<file path="src/rtl/draw_pkg.sv">
// Shared types and constants for the square-drawing queue: FSM states,
// queue entry layout {x[7:0], y[6:0], c[2:0]}, colours and key screen columns.
package draw_pkg;

    typedef enum logic {
        IDLE = 1'b0,
        DRAW = 1'b1
    } state_t;

    localparam int SQ_LOG2_DEFAULT = 3;
    localparam int ENTRY_W         = 18;

    localparam logic [2:0] COLOUR_BLACK = 3'b000;
    localparam logic [2:0] COLOUR_RED   = 3'b100;

    localparam logic [7:0] COL_X0 = 8'd52;
    localparam logic [7:0] COL_X1 = 8'd76;
    localparam logic [7:0] COL_X2 = 8'd100;
    localparam logic [6:0] COL_Y  = 7'd90;

    function automatic logic [ENTRY_W-1:0] pack_entry(input logic [7:0] x,
                                                      input logic [6:0] y,
                                                      input logic [2:0] c);
        return {x, y, c};
    endfunction

endpackage

</file>
<file path="src/rtl/sq_fifo.sv">
// Circular FIFO of square requests; pushes while full and pops while empty are ignored,
// so a full queue is never overwritten.
module sq_fifo
    import draw_pkg::*;
#(
    parameter int DEPTH = 4
) (
    input  logic               clk,
    input  logic               resetn,
    input  logic               push,
    input  logic               pop,
    input  logic [ENTRY_W-1:0] din,
    output logic [ENTRY_W-1:0] dout,
    output logic               full,
    output logic               empty
);

    localparam int PTR_W = (DEPTH > 1) ? $clog2(DEPTH) : 1;

    logic [ENTRY_W-1:0] mem_q [DEPTH];
    logic [ENTRY_W-1:0] mem_d [DEPTH];
    logic [PTR_W-1:0]   rd_ptr_q, rd_ptr_d;
    logic [PTR_W-1:0]   wr_ptr_q, wr_ptr_d;
    logic [PTR_W:0]     cnt_q, cnt_d;
    logic               push_ok;
    logic               pop_ok;

    assign full    = (cnt_q == (PTR_W+1)'(DEPTH));
    assign empty   = (cnt_q == '0);
    assign dout    = mem_q[rd_ptr_q];
    assign push_ok = push && !full;
    assign pop_ok  = pop && !empty;

    // Depth is a power of two, so the pointers wrap naturally.
    always_comb begin
        mem_d    = mem_q;
        rd_ptr_d = rd_ptr_q;
        wr_ptr_d = wr_ptr_q;
        cnt_d    = cnt_q;
        if (push_ok) begin
            mem_d[wr_ptr_q] = din;
            wr_ptr_d        = wr_ptr_q + 1'b1;
        end
        if (pop_ok) begin
            rd_ptr_d = rd_ptr_q + 1'b1;
        end
        if (push_ok && !pop_ok) begin
            cnt_d = cnt_q + 1'b1;
        end else if (pop_ok && !push_ok) begin
            cnt_d = cnt_q - 1'b1;
        end
    end

    always_ff @(posedge clk) begin
        if (!resetn) begin
            rd_ptr_q <= '0;
            wr_ptr_q <= '0;
            cnt_q    <= '0;
        end else begin
            rd_ptr_q <= rd_ptr_d;
            wr_ptr_q <= wr_ptr_d;
            cnt_q    <= cnt_d;
        end
    end

    always_ff @(posedge clk) begin
        mem_q <= mem_d;
    end

endmodule

</file>
<file path="src/rtl/pixel_draw_queue.sv">
// Queues square draw requests and rasterises each into 2**SQ_LOG2 x 2**SQ_LOG2 VGA plots.
// Define PIXEL_DRAW_QUEUE_FIFO_EN for a FIFO_DEPTH-entry queue; otherwise a single holding register is used.
module pixel_draw_queue
    import draw_pkg::*;
#(
    parameter int FIFO_DEPTH = 4,
    parameter int SQ_LOG2    = SQ_LOG2_DEFAULT
) (
    input  logic       clk,
    input  logic       resetn,
    input  logic       req_valid,
    output logic       req_ready,
    input  logic [7:0] req_x,
    input  logic [6:0] req_y,
    input  logic [2:0] req_c,
    output logic [7:0] vga_x,
    output logic [6:0] vga_y,
    output logic [2:0] vga_colour,
    output logic       vga_plot,
    output logic       busy
);

    localparam int CNT_W = 2 * SQ_LOG2;

    if (FIFO_DEPTH < 2 || FIFO_DEPTH > 16 || (FIFO_DEPTH & (FIFO_DEPTH - 1)) != 0) begin : g_bad_depth
        $error("FIFO_DEPTH must be a power of two between 2 and 16");
    end

    logic               push;
    logic               pop;
    logic               q_full;
    logic               q_empty;
    logic [ENTRY_W-1:0] q_dout;

    assign req_ready = !q_full;
    assign push      = req_valid && !q_full;

`ifdef PIXEL_DRAW_QUEUE_FIFO_EN
    sq_fifo #(
        .DEPTH (FIFO_DEPTH)
    ) u_sq_fifo (
        .clk    (clk),
        .resetn (resetn),
        .push   (push),
        .pop    (pop),
        .din    (pack_entry(req_x, req_y, req_c)),
        .dout   (q_dout),
        .full   (q_full),
        .empty  (q_empty)
    );
`else
    logic [ENTRY_W-1:0] hold_q, hold_d;
    logic               hold_valid_q, hold_valid_d;

    assign q_full  = hold_valid_q;
    assign q_empty = !hold_valid_q;
    assign q_dout  = hold_q;

    always_comb begin
        hold_d       = hold_q;
        hold_valid_d = hold_valid_q;
        if (pop) begin
            hold_valid_d = 1'b0;
        end
        if (push) begin
            hold_d       = pack_entry(req_x, req_y, req_c);
            hold_valid_d = 1'b1;
        end
    end

    always_ff @(posedge clk) begin
        if (!resetn) begin
            hold_q       <= '0;
            hold_valid_q <= 1'b0;
        end else begin
            hold_q       <= hold_d;
            hold_valid_q <= hold_valid_d;
        end
    end
`endif

    state_t           state_q, state_d;
    logic [CNT_W-1:0] count_q, count_d;
    logic [7:0]       base_x_q, base_x_d;
    logic [6:0]       base_y_q, base_y_d;
    logic [2:0]       base_c_q, base_c_d;

    // count stays at all-ones in IDLE so the VGA outputs keep showing the last pixel.
    always_comb begin
        state_d  = state_q;
        count_d  = count_q;
        base_x_d = base_x_q;
        base_y_d = base_y_q;
        base_c_d = base_c_q;
        pop      = 1'b0;
        case (state_q)
            IDLE: begin
                if (!q_empty) begin
                    pop     = 1'b1;
                    count_d = '0;
                    state_d = DRAW;
                end
            end
            DRAW: begin
                if (&count_q) begin
                    if (!q_empty) begin
                        pop     = 1'b1;
                        count_d = '0;
                    end else begin
                        state_d = IDLE;
                    end
                end else begin
                    count_d = count_q + 1'b1;
                end
            end
            default: state_d = IDLE;
        endcase
        if (pop) begin
            base_x_d = q_dout[17:10];
            base_y_d = q_dout[9:3];
            base_c_d = q_dout[2:0];
        end
    end

    always_ff @(posedge clk) begin
        if (!resetn) begin
            state_q  <= IDLE;
            count_q  <= '0;
            base_x_q <= '0;
            base_y_q <= '0;
            base_c_q <= '0;
        end else begin
            state_q  <= state_d;
            count_q  <= count_d;
            base_x_q <= base_x_d;
            base_y_q <= base_y_d;
            base_c_q <= base_c_d;
        end
    end

    assign vga_plot   = (state_q == DRAW);
    assign vga_x      = base_x_q + 8'(count_q[SQ_LOG2-1:0]);
    assign vga_y      = base_y_q + 7'(count_q[CNT_W-1:SQ_LOG2]);
    assign vga_colour = base_c_q;
    assign busy       = (state_q == DRAW) || !q_empty;

endmodule

</file>
<file path="config.mk">
export PLATFORM = sky130hd
export DESIGN_NAME = pixel_draw_queue
export DESIGN_NICKNAME = d
export VERILOG_FILES = /design/src/rtl/draw_pkg.sv /design/src/rtl/sq_fifo.sv /design/src/rtl/pixel_draw_queue.sv
export SDC_FILE = /design/constraint.sdc
export NUM_CORES = 1
export LEC_CHECK = 0
export CELL_PAD_IN_SITES_DETAIL_PLACEMENT = 1
export CELL_PAD_IN_SITES_GLOBAL_PLACEMENT = 2
export CORE_MARGIN = 2
export CORE_UTILIZATION = 30
export DETAILED_ROUTE_END_ITERATION = 7
export GPL_TIMING_DRIVEN = 0
export PLACE_DENSITY_LB_ADDON = 0.1
export SYNTH_ARGS = -nofsm -noshare
export SYNTH_HDL_FRONTEND = slang
export SYNTH_SLANG_ARGS = --single-unit
</file>
<file path="constraint.sdc">
create_clock -name clk -period 2.3 [get_ports clk]
set_input_delay 0.46 -clock clk [delete_from_list [all_inputs] [get_ports clk]]
set_output_delay 0.46 -clock clk [all_outputs]
set_load 0.005 [all_outputs]
</file>
Yosys cells after proc, flatten, opt, wreduce, memory -nomap -nowiden
Cells that the tools add are included.
{"block": "classes", "addsub": 3, "reduce_logical": 5, "bitwise_logic": 1, "mux": 10}
{"op": "$mux W6", "n": 2}
{"op": "$pmux W6 S2", "n": 1}
{"op": "$add A8 B3 Y8", "n": 1}
{"op": "$add A7 B3 Y7", "n": 1}
{"op": "$add A6 B1 Y6 const B", "n": 1}
{"op": "$reduce_and A6 Y1", "n": 1}
{"op": "$mux W1", "n": 5}
{"op": "$pmux W1 S2", "n": 2}
{"op": "$reduce_bool A2 Y1", "n": 1}
{"op": "$logic_and A1 B1 Y1", "n": 1}
{"op": "$logic_not A1 Y1", "n": 1}
{"op": "$logic_or A1 B1 Y1", "n": 1}
{"op": "$not A1 Y1", "n": 1}
{"block": "totals", "output_inout_bits": 21, "inputBits": 21, "regBits": 44}

Logic depth before layout (Yosys ltp)
{"block": "logic_depth", "depth_word": 5, "mapped_depth": 6}

Least setup slack after synthesis
OpenSTA, ideal clock, no wires.
{"block": "synth_path", "path_type": "register -> output", "from": "register count_q[3]", "to": "output port vga_y[6]", "n_path_buf": 0, "t_required_ns": 1.840, "stages_incl_launch_ff": 7, "path_slack_ns": 0.362, "t_arrival_ns": 1.478, "cell_sequence": "dfxtp_1 ha_1 inv_1 fa_1 nor2b_1 o2111ai_1 xnor2_1"}
{"block": "synth_via", "elab_chain_len": 1}
{"element": "start, declared", "line_no": "pixel_draw_queue.sv:83", "rtl": "logic [CNT_W-1:0] count_q, count_d;"}
{"element": "start signal, assigned", "line_no": "pixel_draw_queue.sv:134", "rtl": "count_q <= count_d;"}
{"element": "$add A7 B3 Y7", "line_no": "pixel_draw_queue.sv:143", "rtl": "assign vga_y = base_y_q + 7'(count_q[CNT_W-1:SQ_LOG2]);"}
{"element": "end, declared", "line_no": "pixel_draw_queue.sv:17", "rtl": "output logic [6:0] vga_y,"}
Every way passes these cells.

Worst setup path in the final report
Ends and elaborated chain as after synthesis.

==> flow_summary.json <==
{
  "clkLatencyLatePin_ns": 0.30,
  "fmax_mhz": 435,
  "portBuffers": 40,
  "fp-row-count": 30,
  "yosys_warnings": 0,
  "ios": 42,
  "yosysUniqueCellTypes": 42,
  "viasPerCell": 4.66,
  "worstPathArrival_ns": 1.84,
  "cp-end-kind": "primary output",
  "hold_end": "base_x_q[0]",
  "cp_slowest_cell": "dfxtp_4",
  "slew_headroom_pct": 60.0,
  "p_int_uw": 1120,
  "comb_power_share_pct": 15.8,
  "ys_seq_elements": 44,
  "worstHoldPathCells": 2,
  "nets": 344,
  "drc": 0,
  "power.switching_uw": 412,
  "start_util_pct": 31.3,
  "async_reset_ff_share_pct": 0,
  "htree_levels": 2,
  "root_buffer": "clkbuf_8",
  "cts.sinks": 44,
  "r2r_start": "count_q[0]",
  "min_period_ns": 2.30,
  "synth_area_mm2": 0.00215,
  "syn-num-nets": 286,
  "dieArea_mm2": 0.00785,
  "crit_chain": "ha_4 -> inv_2 -> fa_2 -> nor2b_4 -> o2111ai_2 -> xnor2_1 -> buf_2",
  "synth_ff_type": "dfxtp_1",
  "status": "completed",
  "power.total_uw": 1530,
  "critPathBufInv": 2,
  "p_leak_uw": 0.00123,
  "drive_above_1_share_pct": 19.7,
  "tightest_slew_ns": 0.600,
  "swShare_pct": 26.9,
  "cp.depth": 7,
  "hold_ws_ns": 0.454,
  "yosysSeqAreaShare_pct": 41.0,
  "grt_max_degree": 14,
  "grt_pass1_wl_um": 9340,
  "slew_violations": 0,
  "ff2ff_setup_slack_ns": 0.52,
  "die_w_um": 88.6,
  "placed_area_mm2": 0.00267,
  "drtIter0Drc": 35,
  "grt_usage_pct": 15.8,
  "insertedDiodeCount": 0,
  "wl_um": 5650,
  "final.fill_count": 849,
  "hp-class": "reg2reg",
  "fin_util_pct": 42.9,
  "timing.final.crit_share_pct": 99.9,
  "tns_ns": 0,
  "fin_area_mm2": 0.00294,
  "hold_viol_final": 0,
  "postSynthCellCount": 256,
  "hp-start": "hold_q[10]",
  "wire_per_inst_um": 13.8,
  "maxCapViolCount": 0,
  "synth-edff-count": 0,
  "die_height_um": 88.6,
  "syn_avg_cell_area_um2": 8.39,
  "path_clk_slew_ns": 0.09,
  "grt_overflow": 0,
  "antenna_left": 0,
  "numCtsBuffers": 5,
  "post-dp-hpwl_um": 4000,
  "path_delay_family": "adder cells",
  "critical_path_class": "reg2out",
  "num_vias": 1912,
  "clockPowerShare_pct": 31.0,
  "fin_skew_ns": 0.00918,
  "power.density_mw_per_mm2": 520,
  "worstPathMaxFanout": 2,
  "cts_tree": "done",
  "clockBufferDepth": 2,
  "syn_to_final_growth_pct": 37.1,
  "rr_worst_depth": 7,
  "firstDrtPassIters": 4,
  "rsz0062_at_grt": "yes",
  "antenna_found_initial": 0,
  "core-area_mm2": 0.00687,
  "cpPeakStageDelay_ns": 0.37,
  "hold_buffers": 0,
  "r2r_end": "vga_colour[1]",
  "startpoint_type": "register",
  "grt_pass1_vias": 1951,
  "gp_congestion": 0.734,
  "vdd_drop_max_v": 0.000178,
  "seqPwrFrac_pct": 53.1,
  "setup_viol": 0,
  "cp.required_ns": 1.84
}
[tightest hold or removal path, stage by stage, from the launching register on]
cell	delay, ns
dfxtp_1	0.31
nand2_1	0.05
mux2i_1	0.05
[metrics by stage]
stage / setup slack, ns / instances
2_1_floorplan: 0.362 / 256
3_3_place_gp: -0.434 / 392
3_5_place_dp: -0.406 / 392
4_1_cts: -0.0550 / 406
5_1_grt: -0.0865 / 410
6_report: 0.00344 / 410
[flip-flops by register name, indices dropped and copies added (netlist names)]
| name | count |
|---|---|
| hold_q | 18 |
| base_y_q | 7 |
| count_q | 6 |
| vga_colour | 3 |
| base_x_q | 8 |
| vga_plot | 1 |
| hold_valid_q | 1 |
[layer usage]
| metal | vias up | routed length, um | GRT usage, % |
|---|---|---|---|
| met4 | 0 | 74 | 4.68 |
| met2 | 37 | 2730 | 27.2 |
| met5 | - | 0 | 0 |
| li1 | 970 | - | - |
| met3 | 8 | 201 | 3.73 |
| met1 | 897 | 2650 | 19.7 |
[cells by family after synthesis]
logic type / Yosys count / synth area share [%]
muxes: 19 / 8.86
xor gates and xnor gates: 11 / 4.49
buffers and inverters: 31 / 7.05
DFF: 44 / 41.0
adders and majority gates: 9 / 5.94
and+or+nand+nor: 97 / 19.3
AOI/OAI and AO/OA: 45 / 13.3
[how the worst max path moves through the flow]
stage	start	slack, ns	endpoint
5_1_grt	base_y_q[0]	-0.09	vga_y[6]
3_3_place_gp	count_q[3]	-0.43	vga_y[6]
2_1_floorplan	count_q[3]	0.36	vga_y[6]
6_report	count_q[3]	0.003	vga_y[6]
4_1_cts	count_q[3]	-0.06	vga_y[6]
3_5_place_dp	count_q[3]	-0.41	vga_y[6]
[timing repair]
item / in CTS / in global routing
resized for setup: 57 / 11
setup endpoints to repair: 13 / 6
buffers inserted: 7 / 4
pin swaps: 12 / 8
[power by group through the flow]
stage	logic (uW)	registers (uW)	clock network [uW]
4_1_cts	244	815	494
3_3_place_gp	234	833	0
3_5_place_dp	237	834	0
6_report	242	813	475
2_1_floorplan	134	828	0
5_1_grt	274	818	515
[cells in the mapped netlist (all sizes together) (2+ instances only)]
library cell   n  area [um2]
xnor2          7        61.3
o2111ai        3        26.3
o21ai          5        25.0
nand2b         3        18.8
nor2           2        7.51
dfxtp         44         881
a21oi         21         105
a211oi         2        15.0
clkbuf         7        26.3
nand4          3        25.0
ha             7        87.6
fa             2        40.0
inv           15        56.3
a211o          2        17.5
nand3          3        15.0
xor2           4        35.0
nand2         77         289
a31oi          2        12.5
nor2b          4        25.0
mux2i         19         190
buf            9        68.8
[layout make-up]
type                            instances  area, um2  share of cell area [%]
Inverter                               15       56.3                    1.91
Clock inverter                          2       12.5                   0.425
Multi-Input combinational cell        181       1240                    42.1
Sequential cell                        44        905                    30.7
Timing Repair Buffer                   51        448                    15.2
Buffer                                 16       95.1                    3.23
Clock buffer                            5       68.8                    2.34
Tap cell                               96        120                    4.08
[layout by cell type, fill, tap and decap left out, types with 4 or more instances in the layout]
master           instances
a21oi_1                 19
buf_2                   10
buf_4                   12
clkbuf_1                 7
clkbuf_8                 5
clkdlybuf4s50_1         27
dfxtp_1                 35
dfxtp_2                  4
dfxtp_4                  5
dlygate4sd2_1            8
ha_4                     5
inv_1                   11
inv_2                    4
mux2i_1                 19
nand2_1                 77
xnor2_1                  7
xor2_1                   4
Note: power is estimated with default switching activity, not from simulation.
==> variant 1 (same settings) <==
The option `PIXEL_DRAW_QUEUE_FIFO_EN` is turned on by a define.
--- a/src/rtl/pixel_draw_queue.sv
+++ b/src/rtl/pixel_draw_queue.sv
@@ -1,5 +1,7 @@
 // Queues square draw requests and rasterises each into 2**SQ_LOG2 x 2**SQ_LOG2 VGA plots.
 // Define PIXEL_DRAW_QUEUE_FIFO_EN for a FIFO_DEPTH-entry queue; otherwise a single holding register is used.
+`define PIXEL_DRAW_QUEUE_FIFO_EN
+
 module pixel_draw_queue
     import draw_pkg::*;
 #(
Behaviour: not the same (Yosys sat finds a counterexample within 4 cycles, from zero or initial values and one cycle with resetn low).
==> variant 1 against the unedited design <==
- the flow now finishes with violations (negative setup slack)
- count of clock-buffer cells in the layout increased by 4
- wire length increased by 73%
- setup slack got worse by 0.021 ns
- synthesized area increased by 110%
- sequential cell count increased by 60
- first-iteration DRC count increased to 3.6 times the old value
- clock power increased to 3.2 times the old value
- cell area increased by 93%
- power increased to 3.8 times the old value
- largest cell class is now registers
==> variant 1: results (changes against the unedited design) <==
[final_layout]
buffer_area_frac = 0.108  ; -0.0769
largest_reg_flops = 72  ; +54
multi_input_area_share = 0.296  ; -0.125
fin_cells = 547  ; +33%
drive_above_1_share = 0.292  ; +0.0946
clockNetworkAreaShare = 0.0503  ; +0.0226
num-multi-input-gates = 159  ; -12%
fillers = 1495  ; +76%
fin_nets = 394  ; +15%

[run_status]
violations = negative setup slack
status = finished, violations left

[drt]
first_pass_iters = 5  ; +1
wl_met1_mm = 4.50  ; +70%
drt-total-wl_mm = 9.77  ; +73%
dr_wl_met3_um = 277  ; +38%
vias_per_cell = 4.64  ; -0.51%
drtIter0Drc = 125  ; +260%

[grt]
grt_pass1_wl_mm = 15.3  ; +63%
use_met1 = 0.166  ; -0.0310
grt.total_usage = 0.130  ; -0.0280
grt_use_met3 = 0.0319  ; -0.00545
grt_max_degree = 19  ; +5
use_met2 = 0.216  ; -0.0560

[sta]
skew_ns = 0.00804  ; -0.00113 ns
worst_slew_pin_slew_ns = 0.637  ; +0.0372 ns
setup_viol = 1  ; +1
setup_ws_ns = -0.0176  ; -0.0210 ns

[synth]
synth_top_family_by_area = multiplexers
synth_edf_count = 72  ; +72
ys_types = 45  ; +7.1%
synth_cells = 286  ; +12%
synth_nets = 322  ; +13%
yosysSeqAreaShare = 0.626  ; +0.216
synth_compound_area_frac = 0.0408  ; -0.0926
synthAdderAreaFrac = 0.0470  ; -0.0125
synth-xor-area-share = 0.0313  ; -0.0136
muxShareOfSynthArea = 0.141  ; +0.0523

[cts]
cts-resized-gates = 75  ; +32%
cts_buffers = 9  ; +4
root_buffer = clkbuf_16
cts.htree.levels = 3  ; +1
cts_setup_buffers = 11  ; +4

[place]
dp_hpwl_mm = 6.09  ; +52%
portBuffers = 41  ; +2.5%
place_congestion = 0.708  ; -3.6%
pre_cts_ws_ns = -0.435  ; -0.0297 ns

[setup_path]
cp_max_fo = 5  ; +3
r2r-end = u_sq_fifo.cnt_q[2]
critical_path.max_stage_delay_ns = 0.41  ; +0.04 ns
rrSetupSlack_ns = 0.12  ; -0.40 ns
worstSetupStartpoint = count_q[4]
critPathSlowestCell = fa_2

[die]
coreArea_sq_mm = 0.0145  ; +110%

[pwr]
ir_drop_mv = 0.390  ; +120%
p_leak_nw = 1.97  ; +60%
p_sw_frac = 0.295  ; +0.0256

-- variant 1: changes by cell type after synthesis, sizes merged, moves of 5 or more --
cell / delta
edfxtp: +72
nand2: -65
nor2b: +19
a21oi: -18
mux4: +18
dfxtp: -12
and2: +7
ha: +5
-- variant 1: power groups by stage --
| stage | Clock [mW] | Combinational (mW) | Sequential, mW |
|---|---|---|---|
| 2_1_floorplan | 0 | 1.18 | 2.50 |
| 3_3_place_gp | 0 | 1.79 | 2.55 |
| 3_5_place_dp | 0 | 1.80 | 2.56 |
| 4_1_cts | 1.57 | 1.87 | 2.54 |
| 5_1_grt | 1.65 | 2.03 | 2.59 |
| 6_report | 1.50 | 1.83 | 2.54 |
-- variant 1: worst reg2reg max path, delay by kind of cell, from the launching register on --
family | cells | cell delay, ns
flops | 1 | 0.36
buf+inv | 4 | 0.38
fa+ha+maj | 3 | 0.67
xor+xnor | 1 | 0.15
compound gates | 2 | 0.18
simple gates | 2 | 0.37
==> variant 2 (config.mk and constraints unchanged) <==
Without the edit above. Make the reset (`resetn`) asynchronous in 2 clocked blocks.
--- a/src/rtl/pixel_draw_queue.sv
+++ b/src/rtl/pixel_draw_queue.sv
@@ -68,7 +68,7 @@
         end
     end
 
-    always_ff @(posedge clk) begin
+    always_ff @(posedge clk or negedge resetn) begin
         if (!resetn) begin
             hold_q       <= '0;
             hold_valid_q <= 1'b0;
@@ -122,7 +122,7 @@
         end
     end
 
-    always_ff @(posedge clk) begin
+    always_ff @(posedge clk or negedge resetn) begin
         if (!resetn) begin
             state_q  <= IDLE;
             count_q  <= '0;
Function: differs if resetn is asserted again (counterexample within 4 cycles, from zero or initial values and one cycle with resetn low); with resetn held inactive, the same outputs for 10 cycles.
==> variant 2 against the unedited design <==
- the flow now finishes with violations (negative setup slack)
- setup slack worse by 0.12 ns
- critical endpoint unchanged
- synthesized area grew 6.6%
- highest routed layer unchanged
- core utilization is 0.85 points higher
- wire length grew 6.2%
- cell area is 8.8% higher
- sequential cell count is the same
Power is not compared: it rests on default switching activity, and its combinational part moved more than twofold at a synthesized area within 25%.
==> variant 2: results (changes against the unedited design) <==
[setup_path]
r2r-end = base_y_q[0]
critPathSlowestCell = dfrtp_1
worstPathArrival_ns = 1.96  ; +0.12 ns
worstSetupStartpoint = count_q[3]
rr_worst_depth = 6  ; -1
rrSetupSlack_ns = 0.44  ; -0.08 ns
r2r_start = count_q[0]

[sta]
skew_ns = 0.00852  ; -0.000659 ns
setup_viol = 3  ; +3
fin_tns_setup_ns = -0.149  ; -0.149 ns
max_slew_margin = 0.643  ; +0.0431
setup_ws_ns = -0.119  ; -0.123 ns

[synth]
synth-main-ff-cell = dfrtp_1
synthTopCellsByArea = dfrtp_1 (48%), mux2_2 (8.9%), nand2_1 (6.2%), o22ai_1 (4.6%), ha_1 (3.8%)
async_flop_share = 1.00  ; +1.00
synth_nets = 244  ; -15%
ys_top_cells_by_count = dfrtp_1 (44), nand2_1 (38), mux2_2 (18)
ys_types = 42  ; unchanged
yosysSeqAreaShare = 0.481  ; +0.0709

[cts]
cts_setup_buffers = 13  ; +6
cts-resized-gates = 59  ; +3.5%

[run_status]
violations = negative setup slack
status = finished, violations left

[final_layout]
buffer_area_frac = 0.193  ; +0.00884
inv_count = 11  ; -4
fin_nets = 309  ; -10%
regArea_sq_mm = 0.00111  ; +22%
fillers = 805  ; -5.2%
clkbuf_count = 6  ; +1
num-multi-input-gates = 146  ; -19%
multi_input_area_share = 0.380  ; -0.0408
nonClockBufferCount = 71  ; +6.0%
syn2layout_area_growth_pct = 40.0
seq_cell_count = 44  ; unchanged
clockNetworkAreaShare = 0.0289  ; +0.00127

[grt]
grt_pass1_wl_mm = 9.80  ; +4.9%
grt_max_degree = 30  ; +16
grt_use_met3 = 0.0290  ; -0.00827
use_met2 = 0.249  ; -0.0227
grt.total_usage = 0.151  ; -0.00745

[drt]
drt-total-wl_mm = 6.00  ; +6.2%
wl_met2_mm = 2.95  ; +8.3%
drtIter0Drc = 24  ; -31%
wl_met1_mm = 2.81  ; +6.3%
vias = 1826  ; -4.5%
dr_wl_met3_um = 166  ; -17%

[place]
pre_cts_ws_ns = -0.302  ; +0.104 ns
place_congestion = 0.721  ; -1.8%
portBuffers = 41  ; +2.5%
dpl_cell_area_sq_mm = 0.00284  ; +6.4%
dp_hpwl_mm = 4.09  ; +2.2%

[hold_path]
hp-class = in -> async

-- variant 2: worst min-delay path by stage --
stage	startpoint	end	slack, ns	depth (start not counted)
after floorplan	resetn	base_x_q[0]	0.16	0
after global placement	hold_q[10]	hold_q[10]	0.49	1
after detailed placement	resetn	vga_colour[0]	0.41	1
after CTS	resetn	vga_colour[2]	0.08	1
after global routing	resetn	vga_colour[2]	0.09	1
final	resetn	vga_colour[2]	0.08	1
-- variant 2: kinds of logic (layout without fill, tap and decap cells) --
logic type | after synthesis | count (layout) | synth area share
AND/OR/NAND/NOR | 63 | 63 | 0.135
flip-flops | 44 | 44 | 0.481
adder cells (fa/ha/maj) | 9 | 9 | 0.0558
AO/OA/AOI/OAI | 43 | 43 | 0.128
XOR/XNOR | 12 | 12 | 0.0459
multiplexers | 19 | 19 | 0.0929
buffers and inverters | 24 | 90 | 0.0612
